### config.mk
export PLATFORM = sky130hd
export DESIGN_NAME = ps2_rx_fifo
export DESIGN_NICKNAME = d
export VERILOG_FILES = /design/src/rtl/ps2_rx_fifo.sv
export SDC_FILE = /design/constraint.sdc
export NUM_CORES = 1
export LEC_CHECK = 0
export ABC_AREA = 1
export CORE_MARGIN = 2
export CORE_UTILIZATION = 50
export CTS_CLUSTER_DIAMETER = 100
export DETAILED_ROUTE_END_ITERATION = 8
export PLACE_DENSITY = 0.77
export SYNTH_ARGS = -nofsm -noshare
export SYNTH_HDL_FRONTEND = slang
export SYNTH_SLANG_ARGS = --single-unit
export TNS_END_PERCENT = 20
### constraint.sdc
create_clock -name clk -period 3.48 [get_ports clk]
set_input_delay 0.696 -clock clk [delete_from_list [all_inputs] [get_ports clk]]
set_output_delay 0.696 -clock clk [all_outputs]
set_load 0.03 [all_outputs]
### src/rtl/ps2_rx_fifo.sv
`default_nettype none
// ============================================================================
// ps2_rx_fifo : synchronous PS/2 receiver with E0/F0 decode and FWFT event FIFO
// Revision    : 1.0
// ============================================================================
module ps2_rx_fifo #(
    parameter int SYNC_STAGES    = 2,
    parameter int TIMEOUT_CYCLES = 50000,
    parameter int FIFO_DEPTH     = 4,
    parameter bit REPORT_BREAK   = 1'b1
) (
    input  logic                        clk,
    input  logic                        reset,
    input  logic                        kb_clk,
    input  logic                        kb_data,
    output logic [7:0]                  data,
    output logic                        data_break,
    output logic                        data_ext,
    output logic                        data_valid,
    input  logic                        data_ready,
    output logic                        frame_err,
    output logic                        overflow,
    output logic [$clog2(FIFO_DEPTH):0] fifo_count
);
    localparam int AW = $clog2(FIFO_DEPTH);
    localparam int CW = AW + 1;
    localparam int WW = $clog2(TIMEOUT_CYCLES + 1);

    localparam logic [1:0] S_IDLE   = 2'd0;
    localparam logic [1:0] S_DATA   = 2'd1;
    localparam logic [1:0] S_PARITY = 2'd2;
    localparam logic [1:0] S_STOP   = 2'd3;

    logic [SYNC_STAGES-1:0] clk_sync;
    logic [SYNC_STAGES-1:0] dat_sync;
    logic                   clk_prev;
    logic                   clk_s;
    logic                   dat_s;
    logic                   fall;

    // Chains preset to idle-high so releasing reset never looks like an edge.
    always_ff @(posedge clk or negedge reset) begin
        if (!reset) begin
            clk_sync <= '1;
            dat_sync <= '1;
            clk_prev <= 1'b1;
        end else begin
            clk_sync <= {clk_sync[SYNC_STAGES-2:0], kb_clk};
            dat_sync <= {dat_sync[SYNC_STAGES-2:0], kb_data};
            clk_prev <= clk_s;
        end
    end

    assign clk_s = clk_sync[SYNC_STAGES-1];
    assign dat_s = dat_sync[SYNC_STAGES-1];
    assign fall  = clk_prev & ~clk_s;

    logic [1:0]    state;
    logic [2:0]    bit_cnt;
    logic [7:0]    shreg;
    logic          parity;
    logic [WW-1:0] wd_cnt;
    logic          timeout;
    logic          start_err;
    logic          frame_good;
    logic          frame_ok;
    logic          stop_err;

    assign timeout    = (state != S_IDLE) && !fall && (wd_cnt == WW'(TIMEOUT_CYCLES - 1));
    assign start_err  = fall && (state == S_IDLE) && dat_s;
    assign frame_good = dat_s && ((^shreg) ^ parity);
    assign frame_ok   = fall && (state == S_STOP) && frame_good;
    assign stop_err   = fall && (state == S_STOP) && !frame_good;

    always_ff @(posedge clk or negedge reset) begin
        if (!reset) begin
            state   <= S_IDLE;
            bit_cnt <= '0;
            shreg   <= '0;
            parity  <= 1'b0;
            wd_cnt  <= '0;
        end else begin
            if (fall || state == S_IDLE) wd_cnt <= '0;
            else                         wd_cnt <= wd_cnt + WW'(1);

            if (timeout) begin
                state <= S_IDLE;
            end else if (fall) begin
                case (state)
                    S_IDLE: begin
                        if (!dat_s) begin
                            state   <= S_DATA;
                            bit_cnt <= '0;
                        end
                    end
                    S_DATA: begin
                        shreg   <= {dat_s, shreg[7:1]};
                        bit_cnt <= bit_cnt + 3'd1;
                        if (bit_cnt == 3'd7) state <= S_PARITY;
                    end
                    S_PARITY: begin
                        parity <= dat_s;
                        state  <= S_STOP;
                    end
                    default: state <= S_IDLE;
                endcase
            end
        end
    end

    logic       ext_pend;
    logic       brk_pend;
    logic       is_prefix;
    logic       push;
    logic [9:0] push_ev;

    assign is_prefix = (shreg == 8'hE0) || (shreg == 8'hF0);
    assign push_ev   = {ext_pend, brk_pend, shreg};
    assign push      = frame_ok && !is_prefix && !(brk_pend && !REPORT_BREAK);

    always_ff @(posedge clk or negedge reset) begin
        if (!reset) begin
            ext_pend <= 1'b0;
            brk_pend <= 1'b0;
        end else if (stop_err || timeout) begin
            ext_pend <= 1'b0;
            brk_pend <= 1'b0;
        end else if (frame_ok) begin
            if (shreg == 8'hE0) begin
                ext_pend <= 1'b1;
            end else if (shreg == 8'hF0) begin
                brk_pend <= 1'b1;
            end else begin
                ext_pend <= 1'b0;
                brk_pend <= 1'b0;
            end
        end
    end

    logic [9:0]    mem [FIFO_DEPTH];
    logic [AW-1:0] wr_ptr;
    logic [AW-1:0] rd_ptr;
    logic [AW-1:0] rd_next;
    logic          full;
    logic          pop;
    logic          push_ok;
    logic [CW-1:0] count_next;

    assign full    = (fifo_count == CW'(FIFO_DEPTH));
    assign pop     = data_valid && data_ready;
    assign push_ok = push && (!full || pop);
    assign rd_next = pop ? rd_ptr + AW'(1) : rd_ptr;

    always_comb begin
        count_next = fifo_count;
        if (push_ok && !pop)      count_next = fifo_count + CW'(1);
        else if (pop && !push_ok) count_next = fifo_count - CW'(1);
    end

    always_ff @(posedge clk) begin
        if (push_ok) mem[wr_ptr] <= push_ev;
    end

    // Head is registered so it holds its last value once the FIFO drains;
    // it takes the incoming event when that event becomes the new head.
    always_ff @(posedge clk or negedge reset) begin
        if (!reset) begin
            wr_ptr     <= '0;
            rd_ptr     <= '0;
            fifo_count <= '0;
            data_valid <= 1'b0;
            frame_err  <= 1'b0;
            overflow   <= 1'b0;
            data       <= '0;
            data_break <= 1'b0;
            data_ext   <= 1'b0;
        end else begin
            if (push_ok) wr_ptr <= wr_ptr + AW'(1);
            rd_ptr     <= rd_next;
            fifo_count <= count_next;
            data_valid <= (count_next != '0);
            frame_err  <= start_err | stop_err | timeout;
            overflow   <= push && full && !pop;
            if (count_next != '0) begin
                if (fifo_count == CW'(pop)) {data_ext, data_break, data} <= push_ev;
                else                        {data_ext, data_break, data} <= mem[rd_next];
            end
        end
    end
endmodule
`default_nettype wire

Word-level counts from Yosys, hierarchy flattened
Memories as Yosys holds them, arrays and structs flattened.
Index checks and enable logic that the tools add are counted.
{ "totals": {"wordCells": 108, "memories": 1, "mem_bits_rw": 40, "register_bits": 57, "in_bits": 5, "output_inout_bits": 16} }
{ "mem_list": {"columns": ["name", "words", "word_bits", "rd", "rd_clocked_by_memory_dff", "wr", "line_no", "text"], "rows": [
  ["mem", 4, 10, 1, 0, 1, "140", "logic [9:0] mem [FIFO_DEPTH];"]
]} }
{ "classes": {"bitwise": 6, "n_addsub": 6, "mux": 24, "n_eq_ne": 14, "reduce_logical": 38} }
{ "op_table": {"columns": ["cell", "n"], "rows": [
  ["16-bit by 1-bit adder with 16-bit output, second input constant", 1],
  ["16-bit == test, second input constant", 1],
  ["8-bit == test, second input constant", 2],
  ["16-bit 2-to-1 mux", 1],
  ["1-bit logical AND", 15],
  ["1-bit 2-to-1 mux", 12],
  ["2-bit 2-to-1 mux", 5],
  ["3-bit 2-to-1 mux", 3],
  ["3-bit AND reduction", 3],
  ["8-bit 2-to-1 mux", 1],
  ["2-bit nonzero test", 4],
  ["8-bit XOR reduction", 1],
  ["3-bit by 1-bit adder with 3-bit output, second input constant", 2],
  ["3-bit == test, second input constant", 2],
  ["1-bit zero test", 6],
  ["3-bit inequality test, second input constant", 2],
  ["2-bit one-hot mux with 3 select lines", 1],
  ["3-bit one-hot mux with 2 select lines", 1],
  ["2-bit by 1-bit adder with 2-bit output, second input constant", 2],
  ["2-bit == test, second input constant", 2],
  ["1-bit logical OR", 4],
  ["2-bit AND reduction", 2],
  ["4-bit AND reduction", 1],
  ["3-bit by 1-bit == test with 1-bit output", 1],
  ["11 further kinds", 13]
]} }

Longest topological paths before layout
Gate-level depths: netlist of the first run.
{ "logic_depth": {"ltp_word": 11, "ltp_mapped": 18, "depth_no_buf": 18} }

Worst setup path after synthesis of the first run
No wires, ideal clock.
{ "synth_path": {"path_type": "reg-to-reg", "start": "register shreg[4]", "end": "memory mem[0][0], enable pin", "t_arrival_ns": 1.837, "setup_ns": 0.376, "stages_incl_launch_ff": 10, "n_path_buf": 0, "t_required_ns": 3.104, "synth_period_minus_slack_ns": 2.213, "path_slack_ns": 1.267, "path_cell_list": "dfrtp_1 inv_1 ha_1 nand2_1 nand2_1 nand2_1 nand3_1 nand2_2 nand4_4 nor2_1"} }
{ "synth_via": {"elab_chain_cells": 8, "word_cells_on_any_way": 12, "cone_classes": "eq/ne (2); mux (2); bitwise (1); reduce/logical (7)"} }
{ "synth_rtl": {"columns": ["item", "line_no", "text"], "rows": [
  ["start: declaration", "60", "logic [7:0] shreg;"],
  ["start signal: assignment", "97", "shreg <= {dat_s, shreg[7:1]};"],
  ["8-bit XOR reduction", "71", "assign frame_good = dat_s && ((^shreg) ^ parity);"],
  ["1-bit bitwise XOR", "71", null],
  ["1-bit logical AND", "71", null],
  ["1-bit logical AND", "72", "assign frame_ok = fall && (state == S_STOP) && frame_good;"],
  ["1-bit logical AND *", "119", "assign push = frame_ok && !is_prefix && !(brk_pend && !REPORT_BREAK);"],
  ["1-bit logical AND *", "151", "assign push_ok = push && (!full || pop);"],
  ["1-bit 2-to-1 mux *", "161", "if (push_ok) mem[wr_ptr] <= push_ev;"],
  ["1-bit 2-to-1 mux (not written as such) *", "161", null],
  ["end: declaration", "140", null]
]} }
Every way passes the cells marked *; elsewhere a longest branch is shown, timed or not.

Worst setup path in the final report of the first run
{ "layout_path": {"start": "register shreg[1]", "end": "register data[0]"} }
{ "layout_via": {"elab_chain_cells": 11, "word_cells_on_any_way": 16, "cone_classes": "eq/ne (2); mux (2); bitwise (1); reduce/logical (11)"} }
{ "layout_rtl": {"columns": ["item", "line_no", "text"], "rows": [
  ["8-bit XOR reduction", "71", null],
  ["1-bit bitwise XOR", "71", null],
  ["1-bit logical AND", "71", null],
  ["1-bit logical AND", "72", null],
  ["1-bit logical AND *", "119", null],
  ["1-bit logical AND *", "151", null],
  ["1-bit zero test", "157", "else if (pop && !push_ok) count_next = fifo_count - CW'(1);"],
  ["1-bit logical AND", "157", null],
  ["3-bit 2-to-1 mux", "157", null],
  ["3-bit 2-to-1 mux *", "156", "if (push_ok && !pop) count_next = fifo_count + CW'(1);"],
  ["3-bit nonzero test *", "184", "if (count_next != '0) begin"],
  ["end signal: assignment", "185", "if (fifo_count == CW'(pop)) {data_ext, data_break, data} <= push_ev;"],
  ["end signal: assignment", "186", "else {data_ext, data_break, data} <= mem[rd_next];"],
  ["end: declaration", "16", "output logic [7:0] data,"]
]} }
Marked as above.
A chain may end at the register's enable or synchronous reset.

==> impl_metrics.env, run 1 <==
export IMPL_outcome="completed"
export IMPL_finalMaxSlewViolations=0
export IMPL_ys_seq_area_share_pct=58.4
export IMPL_hpwl_um=6610
export IMPL_cts_tree="done"
export IMPL_cts_sinks=97
export IMPL_wirelength_um=9430
export IMPL_first_pass_iters=4
export IMPL_power_density_nw_per_um2=823
export IMPL_total_power_mw=4.14
export IMPL_grtUsageTotal_pct=20.4
export IMPL_synth_area_leaders="dfrtp_1, edfxtp_1, nand2_1"
export IMPL_grt_pass1_wl_um=15600
export IMPL_drc=0
export IMPL_synth_top_area_share_pct=28.9
export IMPL_initial_core_util_pct=51.7
export IMPL_worstPathRequired_ps=3750
export IMPL_fin_crit_sh_pct=83.0
export IMPL_area_growth_synth_to_final_pct=11.5
export IMPL_root_buffer="clkbuf_8"
export IMPL_final_common_cell="nand2_1"
export IMPL_ant_nets=0
export IMPL_portBuffers=20
export IMPL_die_h_um=99.0
export IMPL_core_area_um2=8720
export IMPL_setup_tns_ps=0
export IMPL_antenna_diode_count=0
export IMPL_drt_met1_wl_um=4010
export IMPL_grt_remaining_overflow=0
export IMPL_drt_iter0_markers=155
export IMPL_relSlewSlack_pct=21.6
export IMPL_htree_levels=3
export IMPL_drive_gt1_share_pct=10.5
export IMPL_synth_compound_area_share_pct=9.93
export IMPL_synth_fp_nets=479
export IMPL_row_count=34
export IMPL_gp_congestion=0.803
export IMPL_min_period_ps=2890
export IMPL_final_cell_mix="nand2_1, dfrtp_1, o21ai_0"
export IMPL_tightest_slew_ps=1170
export IMPL_cts_setup_buffers=0
export IMPL_grt_max_degree=42
export IMPL_wire_per_inst_um=15.9
export IMPL_crit_type="reg -> reg"
export IMPL_path_max_fanout=12
export IMPL_yosys_area_share_adder_pct=5.55
export IMPL_rsz0062_at_grt="no"
export IMPL_yosys_warnings=0
export IMPL_cap_violations=0
export IMPL_cp_start_kind="register"
export IMPL_vias=3293
export IMPL_cts_repair_resized=0
export IMPL_routed_top_layer="met4"
export IMPL_synth_seq_cells=97
export IMPL_fill_cells=708
export IMPL_yosysTopAreaCell="dfrtp_1"
export IMPL_clk_latency_ps=370
export IMPL_met3_length_um=539
export IMPL_syn_instance_count=454
export IMPL_holdBufCountCts=0
export IMPL_clk_pin_slew_ps=110
export IMPL_fin_nets=506
export IMPL_vdd_ir_drop_max_mv=0.334
export IMPL_final_setup_skew_ps=15.5
export IMPL_setup_viol=0
export IMPL_syn_cell_area_um2=4510
export IMPL_routed_via_density=5.54
export IMPL_end_kind="register"
export IMPL_yosys_area_share_simple_pct=18.9
export IMPL_grt_antenna_before_repair=0
export IMPL_cts_buffers=9
export IMPL_leakagePower_nw=2.20
export IMPL_route_met2_wl_um=4560
export IMPL_yosys_mux_area_fraction_pct=0
export IMPL_die_w_um=99.0
export IMPL_synth_top_family_by_area="simple AND/OR/NAND/NOR gates"
export IMPL_cts_path_max_buffers=2
export IMPL_yosys_cell_types_count=37
export IMPL_avgSynthCellArea_um2=9.93
export IMPL_io_pins=21
export IMPL_hold_viol=0
export IMPL_hp_class="reg -> reg"
export IMPL_synthXorXnorAreaFrac_pct=1.55
export IMPL_arrival_ps=3160
export IMPL_fp_dieArea_um2=9790
export IMPL_grt_pass1_vias=3369
export IMPL_fmax_mhz=346
-- synthesized netlist by cell type --
cell type and number:
nand2_1 87, dfrtp_1 52, o21ai_0 50, inv_1 46, nor2_1 44, edfxtp_1 40, nand3_1 27, ha_1 20
a21oi_1 13, clkbuf_1 9, o22ai_1 9, nor3_1 7, xor2_1 6, dfstp_2 5, inv_2 5, nand2_2 4
nor4_1 3, a21oi_2 2, a32o_1 2, buf_6 2, nand4_1 2, nor2_2 2, nor2_4 2, xnor2_1 2
a221oi_1 1, a31oi_1 1, and3_1 1, buf_4 1, nand2_4 1, nand3_2 1, nand3_4 1, nand4_2 1
nand4_4 1, nor2_8 1, o211ai_1 1, o21a_1 1, o221ai_1 1
-- report_power, final --
part           internal, mW  switching, mW  leakage (nW)
logic                 0.625           1.16         0.999
registers              1.44          0.194          1.10
clock network         0.281          0.436        0.0997
-- worst max-delay path: stages, from the launching register on --
cell	delay (ps)
dfrtp_1	450
inv_1	130
ha_1	310
xor2_1	210
nand3_1	160
a21oi_2	220
nand4_2	210
a21oi_2	540
nand3_2	360
nand2_1	150
nand2_1	60
-- cell type report --
class / count / area, um^2 / share of cell area (%)
Sequential cell: 97 / 2630 / 52.4
Inverter: 51 / 191 / 3.81
Clock inverter: 7 / 68.8 / 1.37
Multi-Input combinational cell: 294 / 1620 / 32.2
Tap cell: 108 / 135 / 2.69
Clock buffer: 9 / 124 / 2.46
Timing Repair Buffer: 28 / 255 / 5.08
-- logic make-up (layout without fill, tap and decap cells) --
kind of cell | Yosys count | after routing
flops | 97 | 97
fa+ha+maj | 20 | 20
simple gates | 185 | 185
compound gates | 81 | 81
xor+xnor | 8 | 8
buf+inv | 63 | 95
-- path summary, 6_finish.rpt --
path                                     to  slack [ps]   startpoint  cells after the start
worst max register to register      data[0]         590     shreg[1]                     10
worst min register to register  clk_sync[1]         360  clk_sync[0]                      0
min in group asynchronous         wd_cnt[1]         480        reset                      1
max in group asynchronous         rd_ptr[1]        2190        reset                      2
worst min-delay path            clk_sync[1]         360  clk_sync[0]                      0
worst max-delay path                data[0]         590     shreg[1]                     10
-- metal layers --
layer / vias to the layer above / track usage (%)
li1: 1570 / -
met1: 1568 / 26.5
met4: 0 / 8.85
met2: 122 / 34.0
met3: 33 / 3.05
met5: - / 0
-- state kept, by name, summed over array words and instances, names as in the netlist, 3 cells and up --
register / flops
mem: 40
data: 8
shreg: 8
fifo_count: 3
bit_cnt: 3
wd_cnt: 16
-- stage by stage --
step | cells | area (um^2) | hold slack [ps] | setup WS, ps | util (%)
floorplan | 454 | 4510 | 345 | 1270 | -
global placement | 578 | 4840 | 346 | 508 | 55.5
detailed placement | 578 | 4840 | 349 | 493 | 55.5
CTS | 594 | 5030 | 362 | 602 | 57.7
global route | 594 | 5030 | 365 | 329 | 57.7
finish | 594 | 5030 | 361 | 591 | 57.7
Power figures use the tool's default switching activity.
==> run 2, diff against run 1 <==
--- a/config.mk
+++ b/config.mk
@@ -10,7 +10,7 @@
 export CORE_UTILIZATION = 50
 export CTS_CLUSTER_DIAMETER = 100
 export DETAILED_ROUTE_END_ITERATION = 8
-export PLACE_DENSITY = 0.77
+export PLACE_DENSITY = 0.8
 export SYNTH_ARGS = -nofsm -noshare
 export SYNTH_HDL_FRONTEND = slang
 export SYNTH_SLANG_ARGS = --single-unit
==> constraint.sdc (replaced) <==
create_clock -name clk -period 2.5 [get_ports clk]
set_input_delay 0.5 -clock clk [delete_from_list [all_inputs] [get_ports clk]]
set_output_delay 0.5 -clock clk [all_outputs]
set_load 0.03 [all_outputs]
==> impl_metrics.env, run 2 (synthesis results as in run 1) <==
export IMPL_crit_type="reg -> reg"
export IMPL_power_density_nw_per_um2=1150
export IMPL_cts_sinks=97
export IMPL_clk_latency_ps=360
export IMPL_fmax_mhz=425
export IMPL_end_kind="register"
export IMPL_grtUsageTotal_pct=20.2
export IMPL_reg2reg_from="shreg[0]"
export IMPL_rsz0062_at_grt="yes"
export IMPL_intPower_mw=3.44
export IMPL_holdBufCountCts=0
export IMPL_cap_violations=0
export IMPL_crit_start="shreg[0]"
export IMPL_cts_setup_buffers=0
export IMPL_drive_gt1_share_pct=12.7
export IMPL_root_buffer="clkbuf_8"
export IMPL_outcome="completed"
export IMPL_wirelength_um=9280
export IMPL_arrival_ps=2610
export IMPL_relSlewSlack_pct=63.4
export IMPL_grt_pass1_wl_um=15600
export IMPL_drc=0
export IMPL_io_pins=21
export IMPL_hp_class="in -> async"
export IMPL_gp_congestion=0.811
export IMPL_fp_dieArea_um2=9790
export IMPL_fin_crit_sh_pct=94.1
export IMPL_tightest_slew_ps=543
export IMPL_post_place_cells=590
export IMPL_core_area_um2=8720
export IMPL_routed_via_density=5.44
export IMPL_cp_start_kind="register"
export IMPL_grt_remaining_overflow=0
export IMPL_grt_pass1_vias=3275
export IMPL_reg_largest_list="mem (40), wd_cnt (16)"
export IMPL_initial_core_util_pct=51.7
export IMPL_portBuffers=20
export IMPL_swShare_pct=41.7
export IMPL_finalInstanceArea_um2=5140
export IMPL_top_register="mem"
export IMPL_die_w_um=99.0
export IMPL_path_max_fanout=11
export IMPL_grt_max_degree=22
export IMPL_grt_antenna_before_repair=0
export IMPL_first_pass_iters=7
export IMPL_worstPathRequired_ps=2760
export IMPL_clk_pin_slew_ps=100
export IMPL_pwr_share_clk_pct=16.8
export IMPL_vdd_ir_drop_max_mv=0.500
export IMPL_finalMaxSlewViolations=0
export IMPL_drt_iter0_markers=230
export IMPL_final_cell_mix="nand2_1, dfrtp_1, o21ai_0"
export IMPL_area_growth_synth_to_final_pct=14.1
export IMPL_final_common_cell="nand2_1"
export IMPL_htree_levels=3
export IMPL_seq_power_share_pct=38.3
export IMPL_largest_reg_flops=40
export IMPL_die_h_um=99.0
export IMPL_hold_viol=0
export IMPL_finalNonFillerCells=606
export IMPL_cts_buffers=9
export IMPL_antenna_diode_count=0
export IMPL_wire_per_inst_um=15.3
export IMPL_hpwl_um=6850
export IMPL_setup_viol=0
export IMPL_cts_path_max_buffers=2
export IMPL_row_count=34
export IMPL_ant_nets=0
export IMPL_p_switching_mw=2.46
export IMPL_leakagePower_nw=2.26
export IMPL_vias=3298
export IMPL_fin_nets=518
export IMPL_min_period_ps=2350
export IMPL_combPwrFrac_pct=44.9
export IMPL_cts_tree="done"
export IMPL_placedInstanceArea_um2=4940
export IMPL_final_setup_skew_ps=16.9
-- run 2: through the flow --
step / power, mW / TNS, ps / hold WS [ps] / worst slack, ps / utilization [%]
after floorplan: 4.04 / 0 / 204 / 287 / -
after global placement: 4.84 / 0 / 345 / 130 / 56.6
after detailed placement: 4.93 / 0 / 349 / 61.0 / 56.6
after CTS: 5.91 / 0 / 65.9 / 128 / 58.9
after global routing: 6.35 / -13.3 / 89.0 / -7.88 / 59.0
final: 5.90 / 0 / 61.5 / 147 / 59.0
-- run 2: area by class of cell --
cell class                      count  area, um^2
Tap cell                          108         135
Clock inverter                      3        23.8
Sequential cell                    97        2640
Multi-Input combinational cell    294        1630
Fill cell                         693        3580
Inverter                           51         191
Clock buffer                       13         174
Timing Repair Buffer               40         358
-- run 2: what timing repair did --
item	in CTS	in global routing
resized for setup	0	2
endpoints found under the hold margin	0	0
endpoints found under the setup margin	0	10
-- run 2: per-layer routing --
metal  global-route usage [%]  up-vias  wire (um)
li1                         -     1596          -
met1                     25.9     1591       3920
met2                     34.4       92       4710
met3                     3.33       19        431
met4                     7.69        0        217
met5                        0        -          0
-- run 2: worst paths after layout --
| check | endpoint | slack (ps) | cells after the start |
|---|---|---|---|
| setup reg to reg | data_break | 150 | 11 |
| min in group clk | clk_sync[1] | 360 | 0 |
| hold / removal | wd_cnt[8] | 60 | 1 |
| setup / recovery | data_break | 150 | 11 |
| hold reg to reg | clk_sync[1] | 360 | 0 |
| max in group asynchronous | dat_sync[1] | 1760 | 2 |
-- run 2: power by group through the flow --
stage               Sequential [mW]  Clock, mW  Combinational [mW]
floorplan                      2.45          0                1.59
global placement               2.27          0                2.57
detailed placement             2.28          0                2.64
CTS                            2.25       1.00                2.65
global route                   2.29       1.07                2.99
finish                         2.26      0.991                2.65
-- run 2: critical path, cell delays in order (launching register included) --
cell,delay (ps)
dfrtp_1,430
inv_1,100
ha_1,310
xor2_1,220
nand3_1,170
nand2_2,160
nand4_4,160
nor3_1,280
a21oi_2,90
buf_4,190
nand3_1,100
nand2_1,60
==> run 3, diff against run 2 <==
--- a/config.mk
+++ b/config.mk
@@ -6,11 +6,11 @@
 export NUM_CORES = 1
 export LEC_CHECK = 0
 export ABC_AREA = 1
-export CORE_MARGIN = 2
 export CORE_UTILIZATION = 50
 export CTS_CLUSTER_DIAMETER = 100
 export DETAILED_ROUTE_END_ITERATION = 8
 export PLACE_DENSITY = 0.8
+export SETUP_SLACK_MARGIN = 0.2
 export SYNTH_ARGS = -nofsm -noshare
 export SYNTH_HDL_FRONTEND = slang
 export SYNTH_SLANG_ARGS = --single-unit
==> impl_metrics.env, run 3 (synthesis results as in run 1) <==
export IMPL_outcome="completed"
export IMPL_min_period_ps=2250
export IMPL_grt_remaining_overflow=0
export IMPL_pre_cts_slack_ps=-22.6
export IMPL_vdd_ir_drop_max_mv=0.469
export IMPL_wirelength_um=10300
export IMPL_cts_buffers=9
export IMPL_drive_gt1_share_pct=20.6
export IMPL_clk_latency_ps=370
export IMPL_fin_crit_sh_pct=89.9
export IMPL_portBuffers=20
export IMPL_gp_congestion=0.837
export IMPL_path_max_fanout=6
export IMPL_fin_util_pct=61.7
export IMPL_grt_pass1_wl_um=16600
export IMPL_final_cell_mix="nand2_1, o21ai_0, dfrtp_1"
export IMPL_crit_type="reg -> reg"
export IMPL_largest_reg_flops=40
export IMPL_antenna_diode_count=0
export IMPL_cap_violations=0
export IMPL_grtUsageTotal_pct=22.7
export IMPL_root_buffer="clkbuf_8"
export IMPL_drc=0
export IMPL_row_count=34
export IMPL_hp_class="in -> async"
export IMPL_grt_max_degree=27
export IMPL_finalNonFillerCells=622
export IMPL_relSlewSlack_pct=57.6
export IMPL_initial_core_util_pct=51.7
export IMPL_finalMaxSlewViolations=0
export IMPL_cts_sinks=97
export IMPL_placedInstanceArea_um2=4930
export IMPL_tightest_slew_ps=630
export IMPL_power_density_nw_per_um2=1180
export IMPL_clk_pin_slew_ps=100
export IMPL_die_h_um=97.0
export IMPL_hold_viol=0
export IMPL_grt_pass1_vias=3364
export IMPL_post_place_cells=590
export IMPL_finalInstanceArea_um2=5380
export IMPL_core_area_um2=8720
export IMPL_top_register="mem"
export IMPL_drt_iter0_markers=217
export IMPL_grt_antenna_before_repair=0
export IMPL_hpwl_um=6970
export IMPL_whs_ps=108
export IMPL_setup_ws_ps=253
export IMPL_ant_nets=0
export IMPL_leakagePower_nw=2.35
export IMPL_die_w_um=97.0
export IMPL_io_pins=21
export IMPL_fmax_mhz=445
export IMPL_cp_start_kind="register"
export IMPL_vias=3449
export IMPL_arrival_ps=2570
export IMPL_final_setup_skew_ps=11.0
export IMPL_fp_dieArea_um2=9400
export IMPL_cts_path_max_buffers=2
export IMPL_rsz0062_at_grt="yes"
export IMPL_routed_via_density=5.55
export IMPL_final_common_cell="nand2_1"
export IMPL_first_pass_iters=4
export IMPL_htree_levels=3
export IMPL_end_kind="register"
export IMPL_area_growth_synth_to_final_pct=19.3
export IMPL_cts_tree="done"
export IMPL_setup_viol=0
export IMPL_wire_per_inst_um=16.6
export IMPL_fin_nets=534
export IMPL_worstPathRequired_ps=2820
export IMPL_reg_largest_list="mem (40), wd_cnt (16)"
-- run 3: final timing paths --
| path | start | slack (ps) | depth (start not counted) | end |
|---|---|---|---|---|
| min | reset | 110 | 1 | parity |
| max reg2reg | shreg[2] | 250 | 17 | data[7] |
| min reg2reg | clk_sync[0] | 360 | 0 | clk_sync[1] |
| min in group clk | clk_sync[0] | 360 | 0 | clk_sync[1] |
| max | shreg[2] | 250 | 17 | data[7] |
| max in group asynchronous | reset | 1740 | 2 | data[4] |
-- run 3: power by group --
group	internal (mW)	switching (mW)	total (mW)
Combinational	1.17	1.94	3.10
Clock	0.388	0.590	0.978
Sequential	2.01	0.238	2.24
-- run 3: final cells by class --
class	count	area (um^2)
fill	642	3340
sequential	97	2640
multi-input combinational	295	1770
timing repair buffer	55	462
inverter	51	194
tap	108	135
clock buffer	10	131
clock inverter	6	47.5
-- run 3: critical path, stage by stage, from the launching register on --
cell,delay (ps)
dfrtp_1,390
inv_2,80
ha_4,260
inv_1,40
nand2_2,60
nand2_1,60
nand2_2,80
nand2_1,70
nand2_2,110
nand2_4,70
nand3_4,100
nand2_4,90
nand2_2,70
nand2_2,70
a21oi_4,270
buf_4,200
nand3_1,90
nand2_1,80
-- run 3: layer usage --
metal / track usage, % / up-vias / wire length [um]
met5: 0 / - / 0
met2: 38.5 / 100 / 5260
met3: 3.47 / 23 / 475
li1: - / 1638 / -
met1: 28.7 / 1688 / 4310
met4: 10.1 / 0 / 260
-- run 3: repair_timing --
item	CTS	global route
gates resized for setup	1	34
setup endpoints to repair	10	54
pin swaps	0	6
buffers inserted	1	13
gates cloned	0	2
hold buffers	0	0
-- run 3: metrics by stage --
step | total power [mW] | setup TNS [ps]
finish | 6.32 | 0
CTS | 5.93 | 0
detailed placement | 4.94 | -37.0
global route | 6.77 | 0
floorplan | 4.04 | 0
global placement | 4.86 | -27.4
